[config.mk]
export PLATFORM = sky130hd
export DESIGN_NAME = fifo_wr_arbiter
export DESIGN_NICKNAME = d
export VERILOG_FILES = /design/src/rtl/fifo_wr_arbiter.sv
export SDC_FILE = /design/constraint.sdc
export NUM_CORES = 1
export LEC_CHECK = 0
export BUFFER_PORTS_ARGS = -buffer_cell sky130_fd_sc_hd__buf_2
export CORE_MARGIN = 3
export CORE_UTILIZATION = 40
export CTS_CLUSTER_SIZE = 12
export DETAILED_ROUTE_END_ITERATION = 8
export GPL_ROUTABILITY_DRIVEN = 0
export PLACE_DENSITY = 0.77
export SLEW_MARGIN = 20
export SYNTH_ARGS = -nofsm -noshare
export SYNTH_HDL_FRONTEND = slang
export SYNTH_SLANG_ARGS = --single-unit
[constraint.sdc]
create_clock -name CLK -period 2.9 [get_ports CLK]
set_input_delay 0.87 -clock CLK [delete_from_list [all_inputs] [get_ports CLK]]
set_output_delay 0.87 -clock CLK [all_outputs]
set_load 0.05 [all_outputs]
[src/rtl/fifo_wr_arbiter.sv]
// fifo_wr_arbiter: round-robin arbiter sharing one FIFO write port among NREQ producers,
// gated by a local free-slot credit counter so the queue is never overfilled.
module fifo_wr_arbiter #(
  parameter int NREQ = 4,
  parameter int DW = 16,
  parameter int DEPTH = 32,
  parameter int CW = $clog2(DEPTH)
) (
  input  logic               CLK,
  input  logic               RST,
  input  logic [NREQ-1:0]    REQ,
  input  logic [NREQ*DW-1:0] REQ_DATA,
  input  logic [NREQ-1:0]    ENABLE,
  output logic [NREQ-1:0]    ACK,
  output logic               FIFO_WR,
  output logic [DW-1:0]      FIFO_DIN,
  input  logic               FIFO_RD,
  input  logic               FIFO_EMPTY,
  output logic [CW-1:0]      CREDIT,
  output logic               STALL
);
  localparam int PW = NREQ > 1 ? $clog2(NREQ) : 1;
  logic [PW-1:0] ptr, win;
  logic [NREQ-1:0] elig;
  logic found, grant, inc;
  // masking by ACK keeps a requester still holding REQ in its ACK cycle from a double grant
  assign elig = REQ & ENABLE & ~ACK;
  always_comb begin
    win = '0;
    found = 1'b0;
    for (int k = 0; k < NREQ; k++)
      if (!found && elig[(int'(ptr) + k) % NREQ]) begin
        win = PW'((int'(ptr) + k) % NREQ);
        found = 1'b1;
      end
  end
  assign grant = found && CREDIT != '0;
  assign inc = FIFO_RD && !FIFO_EMPTY;
  always_ff @(posedge CLK) begin
    if (RST) begin
      FIFO_WR <= 1'b0;
      FIFO_DIN <= '0;
      ACK <= '0;
      STALL <= 1'b0;
      ptr <= '0;
      CREDIT <= CW'(DEPTH - 1);
    end else begin
      FIFO_WR <= grant;
      ACK <= grant ? NREQ'(1) << win : '0;
      STALL <= found && CREDIT == '0;
      CREDIT <= grant && !inc ? CREDIT - CW'(1) : !grant && inc ? CREDIT + CW'(1) : CREDIT;
      if (grant) begin
        FIFO_DIN <= REQ_DATA[win*DW +: DW];
        ptr <= PW'((int'(win) + 1) % NREQ);
      end
      assert (!(grant && !inc && CREDIT == '0) && !(inc && !grant && CREDIT == CW'(DEPTH - 1)));
    end
  end
endmodule
==> out/results.tsv <==
metric	value	unit
status	finished clean	
viasPerCell	4.98	
ys_seq_area_share	32.5	%
h-tree-depth	2	
post-cts-setup-buffers	0	
cts_buffers	5	
critical_path.max_fanout	2	
cts_buffer_depth	2	
cp-start-kind	input pin	
vias	1645	
p_switching	641	µW
cap_violations	0	
cts-root-buf	clkbuf_8	
num_antenna_cells	0	
maxSlewViolCount	0	
die_h	72.8	µm
leakagePower	1.15	nW
hold_start	FIFO_DIN[3]$_SDFFE_PP0P_	
synth_nets	255	
drc	0	
drive_above_1_share	49.6	%
row_count	23	
p_comb_share	44.6	%
synthFlopType	dfxtp_1	
r2r_start	ACK[1]$_SDFF_PP0_	
core_region_area	4140	µm²
clk_latency	0.28	ns
pre_cts_ws	-0.0570	ns
antenna_found_initial	0	
relSlewSlack	31.3	%
synthesis.area	1790	µm²
fin_skew	0.00583	ns
pwr-share-clk	21.3	%
synth_edf_count	0	
post-route-cell-area	2420	µm²
cts_hold_buf	0	
p_int	884	µW
wl	4320	µm
cts_resized	0	
period_minus_slack	2.67	ns
dr.first_iter.drc_count	41	
arrival	2.88	ns
worstHoldPathType	reg2reg	
start_util	43.1	%
yosys_register_bits	29	
synthCells	175	
crit_end	CREDIT[4]$_SDFFE_PP1P_	
gr-total-overflow	0	
ir_worst_vdd	0.349	mV
worst_pin_slew	1.03	ns
switching_share	42.0	%
tritoncts	built	
critical_path_required	3.11	ns
clkTransAtPathRegs	0.06	ns
antenna_left	0	
reg2reg_to	CREDIT[4]$_SDFFE_PP1P_	
ys_top_cells_by_area	dfxtp_1 (32%), mux2i_1 (19%), o221ai_2 (6.7%), o221ai_1 (3.9%), nand2_1 (3.8%)	
yosysWarnings	0	
cts.sinks	29	
worstRegToRegCells	12	
grt_pass1_wl	7270	µm
period_share	92.0	%
pwr-share-seq	34.1	%
power_density	631	nW/µm²
critical_path.startpoint	REQ[0]	
setup_viol	0	
nets	359	
drt-pass1-iter-count	4	
fin_ws	0.232	ns
dp_hpwl	3400	µm
synth.most_common_cell	mux2i_1	
io_buffers	102	
synthToLayoutAreaGrowth	35.3	%
cp-end-kind	register	
r2r_slack	0.53	ns
netlist.top_cell.by_area	dfxtp_1	
final-hold-violation-count	0	
ys_async_sr_fraction	0	%
grt_pass1_vias	1659	
max_freq	375	MHz
synthDominantCellAreaShare	32.5	%
die_width	72.8	µm
wire_per_inst	13.1	µm
synth_cell_type_count	41	
postPlaceCellArea	2330	µm²
synthTopCellsByCount	mux2i_1 (34), dfxtp_1 (29), nand2_1 (18)	
rsz0062_at_grt	false	
io-pin-count	103	
crit_type	in2reg	
grt_max_degree	38	
die_area	5300	µm²
gr-usage-all-layers	17.4	%
syn_area_per_cell	10.2	µm²
[per-stage QoR]
| stage | setup TNS (ns) | hold slack, ns | std cells | util, % | power, mW |
|---|---|---|---|---|---|
| 5_1_grt | 0 | 0.492 | 330 | 58.3 | 1.63 |
| 3_3_place_gp | 0 | 0.440 | 322 | 56.3 | 1.20 |
| 6_report | 0 | 0.462 | 330 | 58.3 | 1.53 |
| 3_5_place_dp | -0.0893 | 0.445 | 322 | 56.3 | 1.21 |
| 2_1_floorplan | 0 | 0.491 | 175 | - | 1.06 |
| 4_1_cts | 0 | 0.468 | 330 | 58.3 | 1.54 |
[layer usage]
layer | vias up | wire length, µm | track usage, %
met2 | 60 | 2170 | 29.9
met5 | - | 0 | 0
li1 | 846 | - | -
met3 | 6 | 318 | 5.65
met1 | 733 | 1780 | 20.2
met4 | 0 | 58 | 6.15
[logic make-up (layout without fill, tap and decap cells)]
group	Yosys count	count (layout)	share of synthesized area (%)
buf+inv	14	119	6.72
simple gates	53	53	17.4
mux	34	34	19.0
compound gates	36	36	19.0
xor+xnor	5	5	2.45
fa+ha+maj	4	4	2.80
flops	29	29	32.5
[flip-flops by register name, indices dropped and copies added, names as in the netlist]
register and cells:
STALL 1, FIFO_DIN 16, FIFO_WR 1, ptr 2
CREDIT 5, ACK 4
[cell usage in the layout (no fill, tap or decap), types with 2 or more instances in the layout]
| cell | count |
|---|---|
| dfxtp_1 | 29 |
| o221ai_2 | 8 |
| inv_1 | 2 |
| o221ai_1 | 8 |
| clkinv_2 | 2 |
| nand3b_1 | 2 |
| nor3_1 | 3 |
| o21ai_1 | 3 |
| nand2_1 | 18 |
| ha_1 | 2 |
| ha_2 | 2 |
| clkbuf_8 | 5 |
| a211oi_1 | 2 |
| a21o_1 | 2 |
| a211o_1 | 2 |
| nand3b_4 | 3 |
| buf_4 | 6 |
| nand2b_1 | 4 |
| nor2b_1 | 3 |
| nor2_1 | 13 |
| o21ai_0 | 2 |
| mux2i_1 | 34 |
| buf_2 | 102 |
| xor2_1 | 4 |
| a21oi_1 | 2 |
[worst min-delay path by stage]
stage	depth (start not counted)	endpoint
after floorplan	2	ptr[0]$_SDFFE_PP0P_
after global placement	2	FIFO_DIN[0]$_SDFFE_PP0P_
after detailed placement	2	FIFO_DIN[8]$_SDFFE_PP0P_
after CTS	2	FIFO_DIN[3]$_SDFFE_PP0P_
after global routing	2	FIFO_DIN[15]$_SDFFE_PP0P_
final	2	FIFO_DIN[3]$_SDFFE_PP0P_
[power by group through the flow]
stage               logic [mW]  clock network, mW  registers, mW
floorplan                0.340                  0          0.719
CTS                      0.687              0.336          0.520
global route             0.739              0.356          0.530
detailed placement       0.686                  0          0.526
global placement         0.674                  0          0.526
finish                   0.680              0.325          0.520
[critical path: stages]
cell and delay, ns:
buf_2 0.10, nand3b_1 0.12, and4_4 0.25, a21oi_4 0.04, ha_2 0.19, xor2_1 0.14
ha_2 0.18, nor2b_1 0.14, o21ai_1 0.11, o21ai_1 0.08, a21o_1 0.19, a221oi_2 0.26
mux2i_1 0.21
[area by class of cell]
| cell class | instances | area [µm²] |
|---|---|---|
| clock buffer | 5 | 68.8 |
| clock inverter | 3 | 17.5 |
| fill | 382 | 1730 |
| inverter | 2 | 7.51 |
| multi-input combinational | 132 | 1100 |
| sequential | 29 | 581 |
| tap | 50 | 62.6 |
| timing repair buffer | 109 | 576 |
(Power assumes the default switching activity.)
